## config.mk

```make
export PLATFORM = sky130hd
export DESIGN_NAME = golden_nonce_tx
export DESIGN_NICKNAME = d
export VERILOG_FILES = /design/src/rtl/ltcminer_pkg.sv /design/src/rtl/uart_tx_byte.sv /design/src/rtl/golden_nonce_tx.sv
export SDC_FILE = /design/constraint.sdc
export NUM_CORES = 1
export LEC_CHECK = 0
export CAP_MARGIN = 20
export CORE_MARGIN = 2
export CORE_UTILIZATION = 40
export CTS_CLUSTER_DIAMETER = 200
export DETAILED_ROUTE_END_ITERATION = 7
export SLEW_MARGIN = 30
export SYNTH_ARGS = -nofsm -noshare
export SYNTH_HDL_FRONTEND = slang
export SYNTH_SLANG_ARGS = --single-unit
```

## constraint.sdc

```tcl
create_clock -name hash_clk -period 3.5 [get_ports hash_clk]
set_input_delay 0.525 -clock hash_clk [delete_from_list [all_inputs] [get_ports hash_clk]]
set_output_delay 0.525 -clock hash_clk [all_outputs]
set_load 0.01 [all_outputs]
```

## src/rtl/ltcminer_pkg.sv

```systemverilog
`default_nettype none
// +--------------------------------------------------------------------------+
// | ltcminer_pkg : shared types/constants for the golden-nonce UART reporter |
// | Rev 1.0                                                                  |
// +--------------------------------------------------------------------------+
package ltcminer_pkg;

  typedef enum logic [2:0] {
    ST_IDLE  = 3'd0,
    ST_LOAD  = 3'd1,
    ST_START = 3'd2,
    ST_DATA  = 3'd3,
    ST_STOP  = 3'd4
  } tx_state_e;

  localparam logic [7:0] SYNC_BYTE   = 8'hAA;
  localparam int         NONCE_BYTES = 4;
  localparam int         FIFO_CNT_W  = 5;

endpackage
`default_nettype wire

```

## src/rtl/uart_tx_byte.sv

```systemverilog
`default_nettype none
// +--------------------------------------------------------------------------+
// | uart_tx_byte : 8N1 serializer, one byte per strobe, BAUD_DIV clk per bit |
// | Rev 1.0                                                                  |
// +--------------------------------------------------------------------------+
module uart_tx_byte
  import ltcminer_pkg::*;
#(
  parameter int BAUD_DIV = 868
) (
  input  logic       clk_i,
  input  logic       rst_ni,
  input  logic [7:0] byte_i,
  input  logic       strobe_i,
  output logic       done_o,
  output logic       tx_o
);

  localparam logic [15:0] RELOAD = 16'(BAUD_DIV - 1);

  tx_state_e   state_q;
  logic [15:0] cnt_q;
  logic [2:0]  bit_q;
  logic [7:0]  shift_q;
  logic        tx_q;
  logic        bit_end;

  assign bit_end = (cnt_q == 16'd0);
  assign done_o  = (state_q == ST_STOP) && bit_end;
  assign tx_o    = tx_q;

  always_ff @(posedge clk_i or negedge rst_ni) begin
    if (!rst_ni) begin
      state_q <= ST_IDLE;
      cnt_q   <= '0;
      bit_q   <= '0;
      shift_q <= '0;
      tx_q    <= 1'b1;
    end else begin
      case (state_q)
        ST_IDLE: begin
          tx_q <= 1'b1;
          if (strobe_i) begin
            shift_q <= byte_i;
            cnt_q   <= RELOAD;
            tx_q    <= 1'b0;
            state_q <= ST_START;
          end
        end
        ST_START: begin
          if (bit_end) begin
            cnt_q   <= RELOAD;
            bit_q   <= 3'd0;
            tx_q    <= shift_q[0];
            state_q <= ST_DATA;
          end else begin
            cnt_q <= cnt_q - 16'd1;
          end
        end
        ST_DATA: begin
          if (bit_end) begin
            cnt_q <= RELOAD;
            if (bit_q == 3'd7) begin
              tx_q    <= 1'b1;
              state_q <= ST_STOP;
            end else begin
              bit_q   <= bit_q + 3'd1;
              shift_q <= {1'b0, shift_q[7:1]};
              tx_q    <= shift_q[1];
            end
          end else begin
            cnt_q <= cnt_q - 16'd1;
          end
        end
        ST_STOP: begin
          if (bit_end) begin
            // A strobe on the last stop cycle chains the next byte with no gap.
            if (strobe_i) begin
              shift_q <= byte_i;
              cnt_q   <= RELOAD;
              tx_q    <= 1'b0;
              state_q <= ST_START;
            end else begin
              tx_q    <= 1'b1;
              state_q <= ST_IDLE;
            end
          end else begin
            cnt_q <= cnt_q - 16'd1;
          end
        end
        default: begin
          tx_q    <= 1'b1;
          state_q <= ST_IDLE;
        end
      endcase
    end
  end

endmodule
`default_nettype wire

```

## src/rtl/golden_nonce_tx.sv

```systemverilog
`default_nettype none
// +--------------------------------------------------------------------------+
// | golden_nonce_tx : nonce FIFO + 4-byte UART frame sequencer               |
// | Option: GOLDEN_NONCE_TX_SYNC_EN prefixes each frame with SYNC_BYTE. R1.0 |
// +--------------------------------------------------------------------------+
module golden_nonce_tx
  import ltcminer_pkg::*;
#(
  parameter int BAUD_DIV   = 868,
  parameter int FIFO_DEPTH = 4
) (
  input  logic                  hash_clk,
  input  logic                  reset_n,
  input  logic                  golden_nonce_valid,
  input  logic [31:0]           golden_nonce,
  output logic                  tx,
  output logic                  busy,
  output logic                  overflow,
  output logic [FIFO_CNT_W-1:0] fifo_count
);

  localparam int                    PTR_W    = $clog2(FIFO_DEPTH);
  localparam logic [FIFO_CNT_W-1:0] FULL_CNT = FIFO_CNT_W'(FIFO_DEPTH);
`ifdef GOLDEN_NONCE_TX_SYNC_EN
  localparam logic [2:0]            LAST_IDX = 3'(NONCE_BYTES);
`else
  localparam logic [2:0]            LAST_IDX = 3'(NONCE_BYTES - 1);
`endif

  logic [31:0]           mem_q [FIFO_DEPTH];
  logic [PTR_W-1:0]      wr_ptr_q, rd_ptr_q;
  logic [FIFO_CNT_W-1:0] count_q, count_d;
  logic                  overflow_q;
  tx_state_e             state_q;
  logic [31:0]           shift_q;
  logic [2:0]            left_q;

  logic        full, pop, push;
  logic        ser_strobe, ser_done;
  logic [7:0]  ser_byte, first_byte;
  logic [31:0] head;

  assign head = mem_q[rd_ptr_q];
  assign full = (count_q == FULL_CNT);
  assign pop  = (state_q == ST_LOAD);
  assign push = golden_nonce_valid && (!full || pop);

`ifdef GOLDEN_NONCE_TX_SYNC_EN
  assign first_byte = SYNC_BYTE;
`else
  assign first_byte = head[7:0];
`endif

  assign ser_strobe = pop || ((state_q == ST_DATA) && ser_done && (left_q != 3'd0));
  assign ser_byte   = pop ? first_byte : shift_q[7:0];

  always_comb begin
    count_d = count_q;
    case ({push, pop})
      2'b10:   count_d = count_q + 1'b1;
      2'b01:   count_d = count_q - 1'b1;
      default: count_d = count_q;
    endcase
  end

  always_ff @(posedge hash_clk) begin
    if (push) mem_q[wr_ptr_q] <= golden_nonce;
  end

  always_ff @(posedge hash_clk or negedge reset_n) begin
    if (!reset_n) begin
      wr_ptr_q   <= '0;
      rd_ptr_q   <= '0;
      count_q    <= '0;
      overflow_q <= 1'b0;
    end else begin
      count_q <= count_d;
      if (push) wr_ptr_q <= wr_ptr_q + 1'b1;
      if (pop)  rd_ptr_q <= rd_ptr_q + 1'b1;
      if (golden_nonce_valid && full && !pop) overflow_q <= 1'b1;
    end
  end

  // Frame sequencer; the serializer owns START/DATA/STOP, so this FSM parks
  // in ST_DATA while the frame's bytes are being shifted out.
  always_ff @(posedge hash_clk or negedge reset_n) begin
    if (!reset_n) begin
      state_q <= ST_IDLE;
      shift_q <= '0;
      left_q  <= '0;
    end else begin
      case (state_q)
        ST_IDLE: begin
          if (push || (count_q != '0)) state_q <= ST_LOAD;
        end
        ST_LOAD: begin
`ifdef GOLDEN_NONCE_TX_SYNC_EN
          shift_q <= head;
`else
          shift_q <= {8'h00, head[31:8]};
`endif
          left_q  <= LAST_IDX;
          state_q <= ST_DATA;
        end
        ST_DATA: begin
          if (ser_done) begin
            if (left_q == 3'd0) begin
              state_q <= ST_IDLE;
            end else begin
              shift_q <= {8'h00, shift_q[31:8]};
              left_q  <= left_q - 3'd1;
            end
          end
        end
        default: state_q <= ST_IDLE;
      endcase
    end
  end

  uart_tx_byte #(
    .BAUD_DIV (BAUD_DIV)
  ) u_ser (
    .clk_i    (hash_clk),
    .rst_ni   (reset_n),
    .byte_i   (ser_byte),
    .strobe_i (ser_strobe),
    .done_o   (ser_done),
    .tx_o     (tx)
  );

  assign busy       = (count_q != '0) || (state_q != ST_IDLE);
  assign overflow   = overflow_q;
  assign fifo_count = count_q;

endmodule
`default_nettype wire

```

Word level (Yosys, flattened, before mapping)
Memory sizes are Yosys's and may differ from the RTL's.
Cells that the tools add are included.
Widths: inputs -> output; s select.
{"block": "totals", "register_bits": 79, "latchBits": 0, "ramBits": 128, "rom_bits": 0, "elab_cells": 110, "mem_count": 1}
{"memory": "mem_q", "depth": 4, "width": 32, "read_ports": 1, "rd_clocked_by_memory_dff": 0, "wr": 1, "line_no": "golden_nonce_tx.sv:30", "source": "logic [31:0] mem_q [FIFO_DEPTH];"}
{"block": "op_classes", "addsub": 7, "mul": 0, "div": 0, "magnitude_cmp": 0, "n_eq_ne": 19, "shift": 0, "mux": 40, "n_bitwise": 0, "reduce_logical": 31}
{"op": "$mux 32", "n": 2}
{"op": "$pmux 32 s2", "n": 1}
{"op": "$mux 16", "n": 3}
{"op": "$pmux 16 s3", "n": 1}
{"op": "$mux 8", "n": 5}
{"op": "$mux 3", "n": 13}
{"op": "$pmux 8 s3", "n": 1}
{"op": "$logic_not 16->1", "n": 1}
{"op": "$sub 16x1->16 const B", "n": 1}
{"op": "$pmux 3 s2", "n": 2}
{"op": "$pmux 3 s4", "n": 1}
{"op": "$reduce_bool 3->1", "n": 4}
{"op": "$ne 2x1->1 const B", "n": 5}
{"op": "$ne 2x2->1 const B", "n": 5}
{"op": "$pmux 5 s2", "n": 1}
{"op": "$eq 3x2->1 const B", "n": 3}
{"op": "$logic_not 3->1", "n": 3}
{"op": "$pmux 3 s3", "n": 1}
{"op": "$reduce_and 3->1", "n": 3}
{"op": "$reduce_and 4->1", "n": 2}
{"op": "$mux 1", "n": 7}
{"op": "$eq 3x3->1 const B", "n": 2}
{"op": "$logic_and 1x1->1", "n": 6}
{"op": "$reduce_bool 2->1", "n": 3}
{"op": "other kinds (16)", "n": 21}

Depth between registers and ports, before layout
{"block": "logic_depth", "depth_word": 8, "depth_mapped": 13, "ltp_nobuf": 12}

Modules after synthesis
A second synthesis with hierarchy kept.
{"block": "unflattened", "hier_cells": 600, "area_unflattened_um2": 8523.2}
{"mod": "golden_nonce_tx", "instances": 1, "cells_each": 396, "area_each_um2": 6695.2}
{"mod": "uart_tx_byte", "instances": 1, "cells_each": 204, "area_each_um2": 1828.0}

Worst setup path before layout
No wires, ideal clock.
{"block": "synth_timing", "path_kind": "reg2reg", "start": "reg count_q[1] (netlist: fifo_count[1])", "end": "reg count_q[4] (netlist: fifo_count[4])", "t_arrival_ns": 2.790, "slack_ns": 0.585, "stages_incl_launch_ff": 13, "path_buffers": 0, "cell_sequence": "dfrtp_1 nor4_1 nand3_1 and2_1 inv_1 ha_1 inv_1 fa_1 nor2b_1 o21ai_0 nand3_1 or3b_2 xnor2_1"}
{"block": "synth_via", "elab_chain_cells": 6}
{"item": "from (decl)", "line_no": "golden_nonce_tx.sv:32", "source": "logic [FIFO_CNT_W-1:0] count_q, count_d;"}
{"item": "from (signal assigned)", "line_no": "golden_nonce_tx.sv:77", "source": "count_q <= count_d;"}
{"item": "$eq 5x3->1", "line_no": "golden_nonce_tx.sv:44", "source": "assign full = (count_q == FULL_CNT);"}
{"item": "$logic_not 1->1", "line_no": "golden_nonce_tx.sv:46", "source": "assign push = golden_nonce_valid && (!full || pop);"}
{"item": "$logic_or 1x1->1", "line_no": "golden_nonce_tx.sv:46"}
{"item": "$logic_and 1x1->1", "line_no": "golden_nonce_tx.sv:46"}
{"item": "$eq 2x1->1 or $eq 2x2->1 (tied branches)", "line_no": "golden_nonce_tx.sv:59", "source": "case ({push, pop})"}
{"item": "$pmux 5 s2 or $reduce_bool 2->1 (tied branches)"}
Several ways; a longest one is shown, not always the timed one.
A chain may end at the register's enable or synchronous reset.

Worst setup path after layout
Ends and elaborated chain as after synthesis.

==> results.toml <==
[global_routing]
grt_use_met2 = 0.280
grt_pass1_vias = 5084
grt_use_met3 = 0.0383
antenna_found_initial = 0
grt-busiest-layer = "met2"
grt_pass1_wl_mm = 27.3
use_met1 = 0.206
track_usage = 0.161
grt_overflow = 0
grt_start_max_net_pins = 41

[worst_setup_path]
ff2ff_setup_slack_ns = 0.30
reg2reg_depth = 12
worst-setup-path-type = "reg -> reg"
cp_max_fo = 5
critPathLaunch = "fifo_count[1]$_DFFE_PN0P_"
endpoint_kind = "flip-flop"
critPathLaunchType = "flip-flop"
r2r-end = "fifo_count[4]$_DFFE_PN0P_"
r2r-start = "fifo_count[1]$_DFFE_PN0P_"
critPathArrivalTime_ns = 3.51
critPathRequiredTime_ns = 3.81

[synthesis]
synthSimpleGateAreaFrac = 0.0855
ys_seq_area_frac = 0.669
synth_top_area_share = 0.459
ys_ff_latch = 198
synth_mux_area_frac = 0.108
async_flop_share = 0.354
yosysWarnings = 0
syn_area_mm2 = 0.00837
synth_fa_ha_area_frac = 0.0233
synth_top_family_by_area = "multiplexers"
synthXorXnorAreaFrac = 0.0105
yosysUniqueCellTypes = 56
synth_area_leader_cell = "edfxtp_1"
synth_fp_nets = 632
avgSynthCellArea_um2 = 14.4
synth.area.top_cells = "edfxtp_1 46%, dfrtp_1 21%, mux4_2 8.6%, nand2_1 2.8%, o21ai_0 2.6%"
synth-compound-area-share = 0.0800
netlist_instances = 582
synth_ff_type = "edfxtp_1"
synth_edf_count = 128

[layout]
layout-drive-gt1-share = 0.150
final_common_cell = "edfxtp_1"
fillers = 1751
nets = 678
layout_common_cells = "128 x edfxtp_1, 68 x dfrtp_1, 63 x nand2_1"
final-seq-area_mm2 = 0.00560
syn2layout_area_growth_pct = 16.2
antenna_cells = 0
multi_input_area_mm2 = 0.00258

[routing]
viasPerCell = 5.39
ant_nets = 0
vias = 4913
drt_drc_violations_left = 0
drt-initial-drc-count = 392
drt_pass1_iterations = 4
wl_per_cell_um = 18.1
drt_wl_total_mm = 16.5

[timing]
finalCriticalPeriod_ns = 3.20
setup-tns-final_ns = 0
rsz0062_at_grt = "no"
hold_viol = 0
fin_crit_sh = 0.913
finalSetupViolCount = 0
fin_worst_skew_ns = 0.00884
report.final.slew_viol_count = 0
worst_pin_slew_ns = 0.834
maxSlewHeadroom = 0.444
max_freq_mhz = 313

[power]
power_density_mw_per_mm2 = 750
clkPwrFrac = 0.265
total_power_w = 0.00730
switching_share = 0.310
power_frac_seq = 0.478
p_int_w = 0.00503
vdd_drop_max_uv = 349
p_leak_nw = 3.69
p_switching_w = 0.00227
combinationalPowerShare = 0.257

[die]
fp.dieArea_mm2 = 0.0221
rows = 52
die_y_um = 149
start_util = 0.411
core_mm2 = 0.0204
dieWidth_um = 149
ios = 43

[run_status]
status = "complete, no violations"

[worst_hold_path]
hold_path_depth = 1
whs_endpoint = "overflow$_DFFE_PN0P_"
hold_class = "reg -> reg"
min_from = "overflow$_DFFE_PN0P_"

[cts]
cts_max_level = 4
clock-root-buffer = "clkbuf_16"
clk_path_buf_depth = 2
clkLatencyLatePin_ns = 0.43
cts_tree = "done"
cts_buffers = 17
cts_setup_buffers = 0
cts_num_sinks = 198
clkTransAtPathRegs_ns = 0.07

[run]
maxCapViolations = 0

[place]
port_buffers = 42
gp_congestion = 0.807
dpl.hpwl_mm = 10.4
## Yosys cell counts (9+ instances only)
library cell and n:
o22ai_1 18, a21oi_1 28, edfxtp_1 128, dfrtp_1 69
ha_1 14, nor2_1 13, nor3_1 9, mux2i_1 17
nand2_1 63, inv_1 19, clkbuf_1 24, nand3_1 16
o21ai_0 43, mux4_2 32
## flip-flops by register name, indices dropped and copies added, names as in the netlist, 2 cells and up
signal         cells
u_ser.state_q      3
state_q            2
u_ser.shift_q      8
fifo_count         5
wr_ptr_q           2
rd_ptr_q           2
mem_q            128
u_ser.bit_q        3
left_q             3
u_ser.cnt_q       16
shift_q           24
## final cells by class
| class | count | share of cell area |
|---|---|---|
| Clock buffer | 18 | 0.0441 |
| Sequential cell | 198 | 0.576 |
| Clock inverter | 14 | 0.0160 |
| Timing Repair Buffer | 59 | 0.0561 |
| Multi-Input combinational cell | 332 | 0.266 |
| Inverter | 20 | 0.00772 |
| Tap cell | 270 | 0.0347 |
## logic make-up after synthesis
kind of cell    Yosys count
flops                   198
xor+xnor                 10
mux                      50
buf+inv                  52
fa+ha+maj                15
compound gates          113
simple gates            144
## worst max-delay path, cell delays in order, from the launching register on
cell,delay (ns)
dfrtp_1,0.43
nor4_2,0.44
nand3_1,0.21
and2_1,0.26
inv_1,0.07
ha_1,0.23
inv_1,0.10
fa_1,0.40
nor2b_1,0.12
o21ai_0,0.11
nand3_1,0.10
or3b_2,0.46
xnor2_1,0.13
## power by group through the flow
stage                     combinational, W  clock [W]  sequential (W)
after detailed placement           0.00190          0         0.00354
after floorplan                    0.00137          0         0.00340
after global placement             0.00185          0         0.00351
final                              0.00187    0.00193         0.00349
after CTS                          0.00191    0.00198         0.00349
after global routing               0.00209    0.00208         0.00357
## how the worst max path moves through the flow
stage                                endpoint  cells past startpoint
finish              fifo_count[4]$_DFFE_PN0P_                     12
global route        fifo_count[4]$_DFFE_PN0P_                     12
CTS                 fifo_count[4]$_DFFE_PN0P_                     12
detailed placement  fifo_count[4]$_DFFE_PN0P_                     12
global placement    fifo_count[4]$_DFFE_PN0P_                     12
floorplan           fifo_count[4]$_DFFE_PN0P_                     12
## layer usage
metal  routed length [µm]  up-vias
met5                    0        -
met4                  143        0
li1                     -     2299
met1                 7100     2516
met3                  540       15
met2                 8680       83
## timing repair
item                       CTS  global route
resized for setup            0             1
hold endpoints to repair     7             0
setup endpoints to repair    0             1
hold buffers                 1             0
## metrics by stage
stage          cell area [µm²]  hold slack, ns  std cells  setup slack (ns)   util
2_1_floorplan             8370           0.229        582             0.585      -
3_3_place_gp              9120           0.418        878             0.372  0.448
3_5_place_dp              9120           0.421        878             0.189  0.448
4_1_cts                   9710           0.490        911             0.172  0.477
5_1_grt                   9730           0.507        911             0.153  0.478
6_report                  9730           0.486        911             0.304  0.478
Power figures use the tool's default switching activity.
==> RTL change (config.mk and constraints unchanged) <==
`FIFO_DEPTH`: 4 -> 2.
--- a/src/rtl/golden_nonce_tx.sv
+++ b/src/rtl/golden_nonce_tx.sv
@@ -7,7 +7,7 @@
   import ltcminer_pkg::*;
 #(
   parameter int BAUD_DIV   = 868,
-  parameter int FIFO_DEPTH = 4
+  parameter int FIFO_DEPTH = 2
 ) (
   input  logic                  hash_clk,
   input  logic                  reset_n,
Formal check against the unedited RTL: not equivalent (Yosys sat finds a counterexample within 10 cycles, from zero or initial values and one cycle with reset_n low).
==> RTL change against the original RTL <==
- die area shrank 29%
- sequential cell count shrank 66
- worst setup slack gained 190 ps
- final area shrank 27%
- power shrank 44%
- sequential share of layout area shrank 6.2 points
- first-iteration DRC count shrank 35%
- sequential power shrank 44%
- non-clock buffer count shrank 8
- hold slack lost 390 ps
- wire length shrank 31%
- synthesized area shrank 29%
- critical endpoint unchanged
==> RTL change: results (changes against the original RTL) <==
outcome - finished clean (unchanged)
top cells by count, synth - dfrtp_1 (67), edfxtp_1 (64), nand2_1 (59), o21ai_0 (58), mux2i_1 (32) (was edfxtp_1 (128), dfrtp_1 (69), nand2_1 (63), o21ai_0 (43), mux4_2 (32))
met2 wire length - 5660 um (was 8680 um)
worst reg-to-reg path cell count - 11 (was 12)
clock network power share - 41.2% (was 26.5%)
dpl ws - 504 ps (was 189 ps)
Area after DPL - 0.00651 mm2 (was 0.00912 mm2)
cells after synthesis - 497 (was 582)
met3 WL - 328 um (was 540 um)
register area share after synthesis - 61.4% (was 66.9%)
Largest regs - mem_q: 64 flops, shift_q: 24 flops, u_ser.cnt_q: 16 flops (was mem_q: 128 flops, shift_q: 24 flops, u_ser.cnt_q: 16 flops)
Sw Ratio - 24.9% (was 31.0%)
fraction of area in registers - 51.3% (was 57.6%)
GR Util met2 - 25.8% (was 28.0%)
Post-Layout Cell Count - 739 (was 911)
Via density - 5.23 (was 5.39)
# placed instances - 707 (was 878)
Hold WC Path Type - input port to asynchronous set/reset pin (was register to register)
synth top area cells - edfxtp_1 (33%), dfrtp_1 (28%), mux2i_1 (5.4%), o21ai_0 (4.9%), nand2_1 (3.7%) (was edfxtp_1 (46%), dfrtp_1 (21%), mux4_2 (8.6%), nand2_1 (2.8%), o21ai_0 (2.6%))
gpl congestion - 0.795 (was 0.807)
sequential logic power - 1.95 mW (was 3.49 mW)
Nets - 587 (was 678)
vias in the first global route - 3936 (was 5084)
commonest non-fill, non-tap cell in the layout - dfrtp_1 (was edfxtp_1)
starting DRC count in detailed routing - 253 (was 392)
WL met1 - 5190 um (was 7100 um)
Total GRT Usage - 15.6% (was 16.1%)
multiplexer area fraction after synthesis - 6.95% (was 10.8%)
area share of fa/ha/maj cells after synthesis - 2.24% (was 2.33%)
Post-Synth XOR/XNOR Area - 1.48% (was 1.05%)
met3 Use GR - 4.58% (was 3.83%)
Yosys cell types - 62 (was 56)
fraction of area in multi-input gates - 30.2% (was 26.6%)
ClkCell Share - 7.86% (was 6.01%)
Synth async-reset ratio - 51.5% (was 35.4%)
[RTL change: cell types whose count changed after synthesis, sizes merged, moves of 9 or more]
cell | before | now
mux4 | 32 | 0
nor3 | 9 | 21
nand3 | 16 | 6
mux2i | 17 | 32
o21ai | 43 | 60
edfxtp | 128 | 64
o22ai | 18 | 3
inv | 19 | 10
nor2 | 13 | 31
clkbuf | 24 | 15
a21oi | 28 | 19
[RTL change: worst paths after layout]
path | from | slack [ps] | to
max | fifo_count[0] | 490 | fifo_count[4]
max reg2reg | fifo_count[0] | 490 | fifo_count[4]
min reg2reg | shift_q[18] | 480 | shift_q[18]
min | reset_n | 100 | fifo_count[1]
max in group asynchronous | reset_n | 2620 | u_ser.tx_o
min in group hash_clk | shift_q[18] | 480 | shift_q[18]
[RTL change: critical path, cell delays in order, from the launching register on]
cell	delay [ps]
dfrtp_1	420
nor4_1	590
nand3_1	170
nand2_1	190
ha_1	260
inv_1	110
fa_1	420
nor2b_1	110
o21ai_0	110
and3_1	210
nor3_1	170
xor2_1	170
